## src/rtl/fpu_pkg.sv

```systemverilog
// Shared types and constants for the floating-point add/subtract unit.
// Latency: n/a (declarations only).
// Backpressure: n/a.
// Contents: FSM state type, status bit positions and one-hot status codes.
package fpu_pkg;

   typedef enum logic [2:0] {
      IDLE      = 3'd0,
      ALIGN     = 3'd1,
      OPERATE   = 3'd2,
      NORMALIZE = 3'd3,
      ROUND     = 3'd4,
      OUTPUT    = 3'd5
   } state_t;

   // Bit positions inside status_out
   localparam int STAT_EXACT_BIT     = 0;
   localparam int STAT_INEXACT_BIT   = 1;
   localparam int STAT_OVERFLOW_BIT  = 2;
   localparam int STAT_UNDERFLOW_BIT = 3;

   // One-hot status codes
   localparam logic [3:0] STAT_EXACT     = 4'b0001;
   localparam logic [3:0] STAT_INEXACT   = 4'b0010;
   localparam logic [3:0] STAT_OVERFLOW  = 4'b0100;
   localparam logic [3:0] STAT_UNDERFLOW = 4'b1000;

endpackage

```

## src/rtl/fpu_align_shift.sv

```systemverilog
// Alignment shifter: right-shifts a significand, keeping guard and sticky.
// Latency: combinational.
// Backpressure: none.
// Ports: sig_in (significand incl. hidden bit), shamt (exponent difference)
//        -> sig_out (shifted significand), guard (last bit shifted out),
//        sticky (OR of every bit shifted out below the guard).
module fpu_align_shift #(
   parameter int EXP_W = 6,
   parameter int SIG_W = 26
) (
   input  logic [SIG_W-1:0] sig_in,
   input  logic [EXP_W-1:0] shamt,
   output logic [SIG_W-1:0] sig_out,
   output logic             guard,
   output logic             sticky
);

   always_comb begin
      sig_out = sig_in >> shamt;
      guard   = 1'b0;
      sticky  = 1'b0;
      // Bit i lands in the guard position when shamt == i+1 and is lost
      // below the guard when shamt > i+1; large shifts simply leave
      // everything in the sticky.
      for (int i = 0; i < SIG_W; i++) begin
         if (i + 1 == int'(shamt)) guard = sig_in[i];
         if (i + 1 <  int'(shamt)) sticky = sticky | sig_in[i];
      end
   end

endmodule

```

## src/rtl/fpu_addsub.sv

```systemverilog
// Multi-cycle floating-point adder/subtractor (unbiased unsigned exponent).
// Latency: 5 clocks from accepted start to done, +1 per normalisation shift.
// Backpressure: start is ignored while busy; no queueing.
// Ports: clock100KHz, reset (sync, active-high), start, op_sub, op_A_in,
//        op_B_in -> busy, done (1-cycle pulse), data_out, status_out
//        (one-hot {UNDERFLOW, OVERFLOW, INEXACT, EXACT}).
// Build option: FPU_ROUND_NEAREST_EN selects round-to-nearest-even,
//        otherwise results are truncated.
module fpu_addsub #(
   parameter int EXP_W = 6,
   parameter int MAN_W = 25
) (
   input  logic                   clock100KHz,
   input  logic                   reset,
   input  logic                   start,
   input  logic                   op_sub,
   input  logic [EXP_W+MAN_W:0]   op_A_in,
   input  logic [EXP_W+MAN_W:0]   op_B_in,
   output logic                   busy,
   output logic                   done,
   output logic [EXP_W+MAN_W:0]   data_out,
   output logic [3:0]             status_out
);

   import fpu_pkg::*;

   localparam int W  = 1 + EXP_W + MAN_W;
   localparam int N  = MAN_W + 1;          // significand incl. hidden bit
   localparam int SW = MAN_W + 4;          // {carry, hidden, mantissa, guard, sticky}
   localparam logic [EXP_W-1:0] EXP_MAX = '1;

   state_t state, state_nx;

   // Captured operands (B sign already adjusted for subtraction)
   logic             a_sgn, b_sgn;
   logic [EXP_W-1:0] a_exp, b_exp;
   logic [MAN_W-1:0] a_man, b_man;

   // Aligned operands
   logic             lg_sgn, sm_sgn;
   logic [N-1:0]     lg_sig, sm_sig;
   logic             sm_grd, sm_stk;

   // Working result
   logic [SW-1:0]    acc;
   logic [EXP_W-1:0] res_exp;
   logic             res_sgn;
   logic             ovf, unf;
   logic [W-1:0]     res_word;
   logic [3:0]       res_stat;

   // ------------------------------------------------------------------
   // Alignment: the operand with the larger {exp, man} is the reference;
   // comparing the packed field works because zero is the smallest code.
   // ------------------------------------------------------------------
   logic             a_big;
   logic [N-1:0]     a_sig, b_sig, al_in, al_sig;
   logic [EXP_W-1:0] al_shamt;
   logic             al_grd, al_stk;

   always_comb begin
      a_big    = ({a_exp, a_man} >= {b_exp, b_man});
      a_sig    = {(|{a_exp, a_man}), a_man};
      b_sig    = {(|{b_exp, b_man}), b_man};
      al_in    = a_big ? b_sig : a_sig;
      al_shamt = a_big ? (a_exp - b_exp) : (b_exp - a_exp);
   end

   fpu_align_shift #(.EXP_W(EXP_W), .SIG_W(N)) u_align (
      .sig_in  (al_in),
      .shamt   (al_shamt),
      .sig_out (al_sig),
      .guard   (al_grd),
      .sticky  (al_stk)
   );

   // ------------------------------------------------------------------
   // Operate: the smaller operand is never larger than the reference, so
   // the difference cannot go negative.
   // ------------------------------------------------------------------
   logic          eff_sub;
   logic [SW-1:0] op_res;

   always_comb begin
      eff_sub = (lg_sgn != sm_sgn);
      if (eff_sub)
         op_res = {1'b0, lg_sig, 2'b00} - {1'b0, sm_sig, sm_grd, sm_stk};
      else
         op_res = {1'b0, lg_sig, 2'b00} + {1'b0, sm_sig, sm_grd, sm_stk};
   end

   // ------------------------------------------------------------------
   // Normalise decision: stay while another shift is legal.
   // ------------------------------------------------------------------
   logic need_rsh, need_lsh, norm_stay;

   always_comb begin
      need_rsh  = acc[SW-1];
      need_lsh  = !acc[SW-1] && !acc[SW-2] && (|acc);
      norm_stay = (need_rsh && (res_exp != EXP_MAX)) ||
                  (need_lsh && (res_exp != '0));
   end

   // ------------------------------------------------------------------
   // Rounding increment.
   // ------------------------------------------------------------------
   logic         rnd_inc;
   logic         rnd_cry, rnd_hid;
   logic [MAN_W-1:0] rnd_man;
   logic         inexact;

   always_comb begin
`ifdef FPU_ROUND_NEAREST_EN
      // Ties go to the even mantissa
      rnd_inc = acc[1] & (acc[0] | acc[2]);
`else
      rnd_inc = 1'b0;
`endif
      {rnd_cry, rnd_hid, rnd_man} = {1'b0, acc[SW-2:2]} + {{N{1'b0}}, rnd_inc};
      inexact = acc[1] | acc[0];
   end

   // ------------------------------------------------------------------
   // FSM
   // ------------------------------------------------------------------
   always_ff @(posedge clock100KHz) begin
      if (reset) state <= IDLE;
      else       state <= state_nx;
   end

   always_comb begin
      state_nx = state;
      case (state)
         IDLE:      if (start) state_nx = ALIGN;
         ALIGN:     state_nx = OPERATE;
         OPERATE:   state_nx = NORMALIZE;
         NORMALIZE: if (!norm_stay) state_nx = ROUND;
         ROUND:     state_nx = OUTPUT;
         OUTPUT:    state_nx = IDLE;
         default:   state_nx = IDLE;
      endcase
   end

   // ------------------------------------------------------------------
   // Datapath and outputs
   // ------------------------------------------------------------------
   always_ff @(posedge clock100KHz) begin
      if (reset) begin
         a_sgn      <= 1'b0;
         b_sgn      <= 1'b0;
         a_exp      <= '0;
         b_exp      <= '0;
         a_man      <= '0;
         b_man      <= '0;
         lg_sgn     <= 1'b0;
         sm_sgn     <= 1'b0;
         lg_sig     <= '0;
         sm_sig     <= '0;
         sm_grd     <= 1'b0;
         sm_stk     <= 1'b0;
         acc        <= '0;
         res_exp    <= '0;
         res_sgn    <= 1'b0;
         ovf        <= 1'b0;
         unf        <= 1'b0;
         res_word   <= '0;
         res_stat   <= STAT_EXACT;
         busy       <= 1'b0;
         done       <= 1'b0;
         data_out   <= '0;
         status_out <= STAT_EXACT;
      end else begin
         done <= 1'b0;
         case (state)
            IDLE: begin
               if (start) begin
                  a_sgn <= op_A_in[W-1];
                  a_exp <= op_A_in[W-2 -: EXP_W];
                  a_man <= op_A_in[MAN_W-1:0];
                  b_sgn <= op_B_in[W-1] ^ op_sub;
                  b_exp <= op_B_in[W-2 -: EXP_W];
                  b_man <= op_B_in[MAN_W-1:0];
                  ovf   <= 1'b0;
                  unf   <= 1'b0;
                  busy  <= 1'b1;
               end
            end
            ALIGN: begin
               lg_sgn  <= a_big ? a_sgn : b_sgn;
               sm_sgn  <= a_big ? b_sgn : a_sgn;
               lg_sig  <= a_big ? a_sig : b_sig;
               res_exp <= a_big ? a_exp : b_exp;
               sm_sig  <= al_sig;
               sm_grd  <= al_grd;
               sm_stk  <= al_stk;
            end
            OPERATE: begin
               acc     <= op_res;
               // An exact cancellation is always +0
               res_sgn <= (eff_sub && (op_res == '0)) ? 1'b0 : lg_sgn;
            end
            NORMALIZE: begin
               if (need_rsh) begin
                  if (res_exp == EXP_MAX) begin
                     ovf <= 1'b1;
                  end else begin
                     acc     <= {1'b0, acc[SW-1:2], acc[1] | acc[0]};
                     res_exp <= res_exp + 1'b1;
                  end
               end else if (need_lsh) begin
                  if (res_exp == '0) begin
                     unf <= 1'b1;
                  end else begin
                     // Guard moves into the mantissa; sticky stays put
                     acc     <= {acc[SW-2:1], 1'b0, acc[0]};
                     res_exp <= res_exp - 1'b1;
                  end
               end
            end
            ROUND: begin
               if (ovf) begin
                  res_word <= {res_sgn, EXP_MAX, {MAN_W{1'b1}}};
                  res_stat <= STAT_OVERFLOW;
               end else if (unf) begin
                  res_word <= {res_sgn, {(W-1){1'b0}}};
                  res_stat <= STAT_UNDERFLOW;
               end else if (rnd_cry) begin
                  // Rounding rippled into a new integer bit: 1.000.. x 2^(e+1)
                  if (res_exp == EXP_MAX) begin
                     res_word <= {res_sgn, EXP_MAX, {MAN_W{1'b1}}};
                     res_stat <= STAT_OVERFLOW;
                  end else begin
                     res_word <= {res_sgn, res_exp + 1'b1, {MAN_W{1'b0}}};
                     res_stat <= inexact ? STAT_INEXACT : STAT_EXACT;
                  end
               end else if (!rnd_hid) begin
                  res_word <= {res_sgn, {(W-1){1'b0}}};
                  res_stat <= inexact ? STAT_INEXACT : STAT_EXACT;
               end else begin
                  res_word <= {res_sgn, res_exp, rnd_man};
                  res_stat <= inexact ? STAT_INEXACT : STAT_EXACT;
               end
            end
            OUTPUT: begin
               data_out   <= res_word;
               status_out <= res_stat;
               done       <= 1'b1;
               busy       <= 1'b0;
            end
            default: begin
               busy <= 1'b0;
            end
         endcase
      end
   end

endmodule
```

## config.mk

```make
export PLATFORM = sky130hd
export DESIGN_NAME = fpu_addsub
export DESIGN_NICKNAME = d
export VERILOG_FILES = /design/src/rtl/fpu_pkg.sv /design/src/rtl/fpu_align_shift.sv /design/src/rtl/fpu_addsub.sv
export SDC_FILE = /design/constraint.sdc
export NUM_CORES = 1
export LEC_CHECK = 0
export CAP_MARGIN = 5
export CORE_ASPECT_RATIO = 0.7
export CORE_MARGIN = 5
export CORE_UTILIZATION = 30
export CTS_BUF_LIST = sky130_fd_sc_hd__clkbuf_16
export DETAILED_ROUTE_END_ITERATION = 8
export GPL_ROUTABILITY_DRIVEN = 0
export PLACE_DENSITY = 0.53
export SLEW_MARGIN = 20
export SYNTH_ARGS = -nofsm -noshare
export SYNTH_HDL_FRONTEND = slang
export SYNTH_SLANG_ARGS = --single-unit
export TNS_END_PERCENT = 5
```

## constraint.sdc

```tcl
create_clock -name clock100KHz -period 4 [get_ports clock100KHz]
set_input_delay 0.6 -clock clock100KHz [delete_from_list [all_inputs] [get_ports clock100KHz]]
set_output_delay 0.6 -clock clock100KHz [all_outputs]
set_load 0.1 [all_outputs]
```

==> flow_summary_export.csv <==
group,metric,value,unit
yosys,synth_compound_area_share,25.0,%
pwr,power_density,494,mW/mm^2
yosys,syn_nets,2270,
die,coreArea,0.0524,mm^2
finish,postLayoutCoreUtil,36.5,%
sta,rsz0062_at_grt,"true",
die,io-pin-count,106,
route,drtIter0Drc,1621,
setup_path,critPathLaunch,"b_man[10]",
placed_design,port_buffers,105,
yosys,syn-cell-area,0.0160,mm^2
placed_design,placed_area,0.0181,mm^2
clock_tree,clockBufferDepth,3,
setup_path,cp.arrival,4.28,ns
clock_tree,cts_num_sinks,235,
clock_tree,cts_tree,"built",
route,wirelength,54.6,mm
yosys,synth_top_family_by_area,"compound AO/OA/AOI/OAI gates",
clock_tree,hold_buffers,0,
die,rows,70,
die,dieArea,0.0580,mm^2
sta,setup_viol,0,
clock_tree,clk_transition_reported_paths,0.07,ns
setup_path,rrSetupSlack,0.14,ns
route,first_pass_iters,7,
yosys,synth_flop_cell,"dfxtp_1",
yosys,synth.area.top_cells,"dfxtp_1, nand2_1, a21oi_1, ha_1, nor2_1",
clock_tree,cts-buffers-inserted,29,
yosys,postSynth.asyncResetShare,0,%
min_path,hold_path.class,"in -> reg",
setup_path,endpoint_kind,"register",
sta,tns,0,ns
route,vias_per_cell,5.52,
pwr,irDropWorstVdd,0.328,mV
route,ant_nets,0,
yosys,synth_top_area_cell,"dfxtp_1",
finish,finalNetCount,2353,
global_routing,track_usage,18.0,%
finish,drive_above_1_share,10.2,%
yosys,synth_simple_gate_area_share,23.5,%
yosys,synth-xor-area-share,1.86,%
route,met2_wirelength,22.3,mm
global_routing,grt_pass1_vias,15100,
setup_path,path_class,"reg -> reg",
yosys,synth_cell_types,103,
pwr,p_leak,7.10,nW
min_path,hold_start,"reset",
yosys,synthMuxAreaShare,5.91,%
sta,finalHoldViolCount,0,
die,die_w,286,um
sta,drv_slew,0,
finish,instances_no_fill,2892,
yosys,yosysSeqAreaShare,29.5,%
die,initial_core_util,30.5,%
route,drt-met1-wl,26.7,mm
finish,postLayoutCellArea,0.0191,mm^2
sta,finalCritPeriodShare,96.4,%
clock_tree,htreeDepth,1,
placed_design,place_hpwl,41.2,mm
clock_tree,cts-root-buf,"clkbuf_16",
yosys,synth_top_area_share,29.5,%
sta,period_minus_slack,3.86,ns
global_routing,antenna_found_initial,0,
sta,slew_headroom,32.7,%
finish,antennaDiodeCount,0,
route,wl_met3,4.24,mm
yosys,synth_commonest_cells,"nand2_1, a21oi_1, dfxtp_1",
global_routing,grt_pass1_wl,86.0,mm
yosys,ys_ff_latch,235,
placed_design,dp_cells,2839,
route,highest_layer,"met4",
yosys,syn_avg_cell_area,7.58,um^2
clock_tree,clock_latency,0.57,ns
global_routing,grt_overflow_total,0,
sta,worst_pin_slew,1.01,ns
route,wl_per_cell,18.9,um
route,vias,16000,
global_routing,grt_max_degree,186,
setup_path,r2r-start,"b_man[10]",
job,cap_violations,0,
setup_path,cp_max_fo,10,
route,drc,0,
die,die_h,203,um
sta,skew,0.0154,ns
setup_path,required,4.42,ns
yosys,synth_cells,2104,
pwr,power,9.44,mW
sta,timing.fmax,259,MHz
finish,syn_to_final_growth,19.8,%
setup_path,critPathLaunchType,"register",
outcome,outcome,"complete, no violations",
yosys,synth_most_common_cell,"nand2_1",
yosys,ys_warn_count,0,
yosys,synth-edff-count,0,
yosys,synth_fa_ha_area_share,7.88,%
## layer usage
metal	global-route usage, %	up-vias
li1	-	7723
met1	27.4	7553
met2	26.5	594
met3	3.39	103
met4	3.56	0
met5	0	-
## area by class of cell
class | count | area, um^2
Timing Repair Buffer | 207 | 1890
Inverter | 91 | 342
Clock buffer | 29 | 726
Sequential cell | 235 | 4710
Fill cell | 5491 | 33300
Tap cell | 684 | 856
Clock inverter | 23 | 264
Multi-Input combinational cell | 1623 | 10300
## sequential cells by signal, summed over array words and instances, names as in the netlist, 3 cells and up
register,cells
data_out,32
sm_sig,26
state,3
a_exp,6
res_stat,4
b_man,25
res_word,32
acc,29
b_exp,6
lg_sig,26
status_out,4
a_man,25
res_exp,6
## cells in the final DEF, fill, tap and decap left out, drive strengths merged, types with 21 or more instances in the layout
| cell | count |
|---|---|
| a21oi | 245 |
| nor3 | 84 |
| a221oi | 30 |
| a21o | 21 |
| clkbuf | 29 |
| inv | 97 |
| dfxtp | 235 |
| nor2 | 217 |
| mux4 | 21 |
| o21ai | 66 |
| mux2i | 47 |
| nand3 | 30 |
| a211oi | 65 |
| xnor2 | 21 |
| buf | 103 |
| a311oi | 30 |
| nand2 | 352 |
| ha | 94 |
| nor4 | 23 |
| clkdlybuf4s50 | 104 |
## timing repair
action                     in CTS  in global routing
pin swaps                       0                  3
cloned                          0                  0
setup endpoints to repair       3                  8
buffers inserted                0                  1
gates resized for setup         2                  9
## cells by family (layout without fill, tap and decap cells)
| family | after synthesis | after routing |
|---|---|---|
| AOI/OAI and AO/OA | 599 | 599 |
| xor gates and xnor gates | 33 | 33 |
| adders and majority gates | 98 | 98 |
| buffers and inverters | 246 | 350 |
| DFF | 235 | 235 |
| muxes | 68 | 68 |
| and+or+nand+nor | 825 | 825 |
## through the flow
stage / setup WS (ns) / hold slack, ns
CTS: 0.0690 / 0.383
global route: -0.0172 / 0.408
finish: 0.142 / 0.416
detailed placement: -0.187 / 0.443
floorplan: 0.789 / 0.432
global placement: -0.0889 / 0.447
## path summary, 6_finish.rpt
kind / endpoint / cells past startpoint
worst min register to register: data_out[23] / 2
worst max-delay path: sm_sig[0] / 14
worst max register to register: sm_sig[0] / 14
worst min-delay path: sm_sig[18] / 2
## where the power goes
group          internal [mW]  total, mW  leakage (nW)  switching (mW)
registers               2.49       2.66          1.91           0.169
logic                   1.50       4.01          4.69            2.51
clock network           1.70       2.78         0.501            1.08
total                   5.69       9.44          7.10            3.76
## critical path, cell delays in order (launching register included)
cell,delay (ns)
dfxtp_2,0.47
inv_1,0.10
ha_1,0.32
a21oi_1,0.13
o21ai_1,0.14
a2111oi_4,0.49
a21oi_4,0.17
nor2_4,0.25
buf_4,0.22
mux4_2,0.36
mux2i_1,0.22
mux2i_1,0.19
a22oi_1,0.33
a2bb2oi_1,0.22
o22ai_1,0.10
No activity file was read; power rests on OpenSTA's default activity.
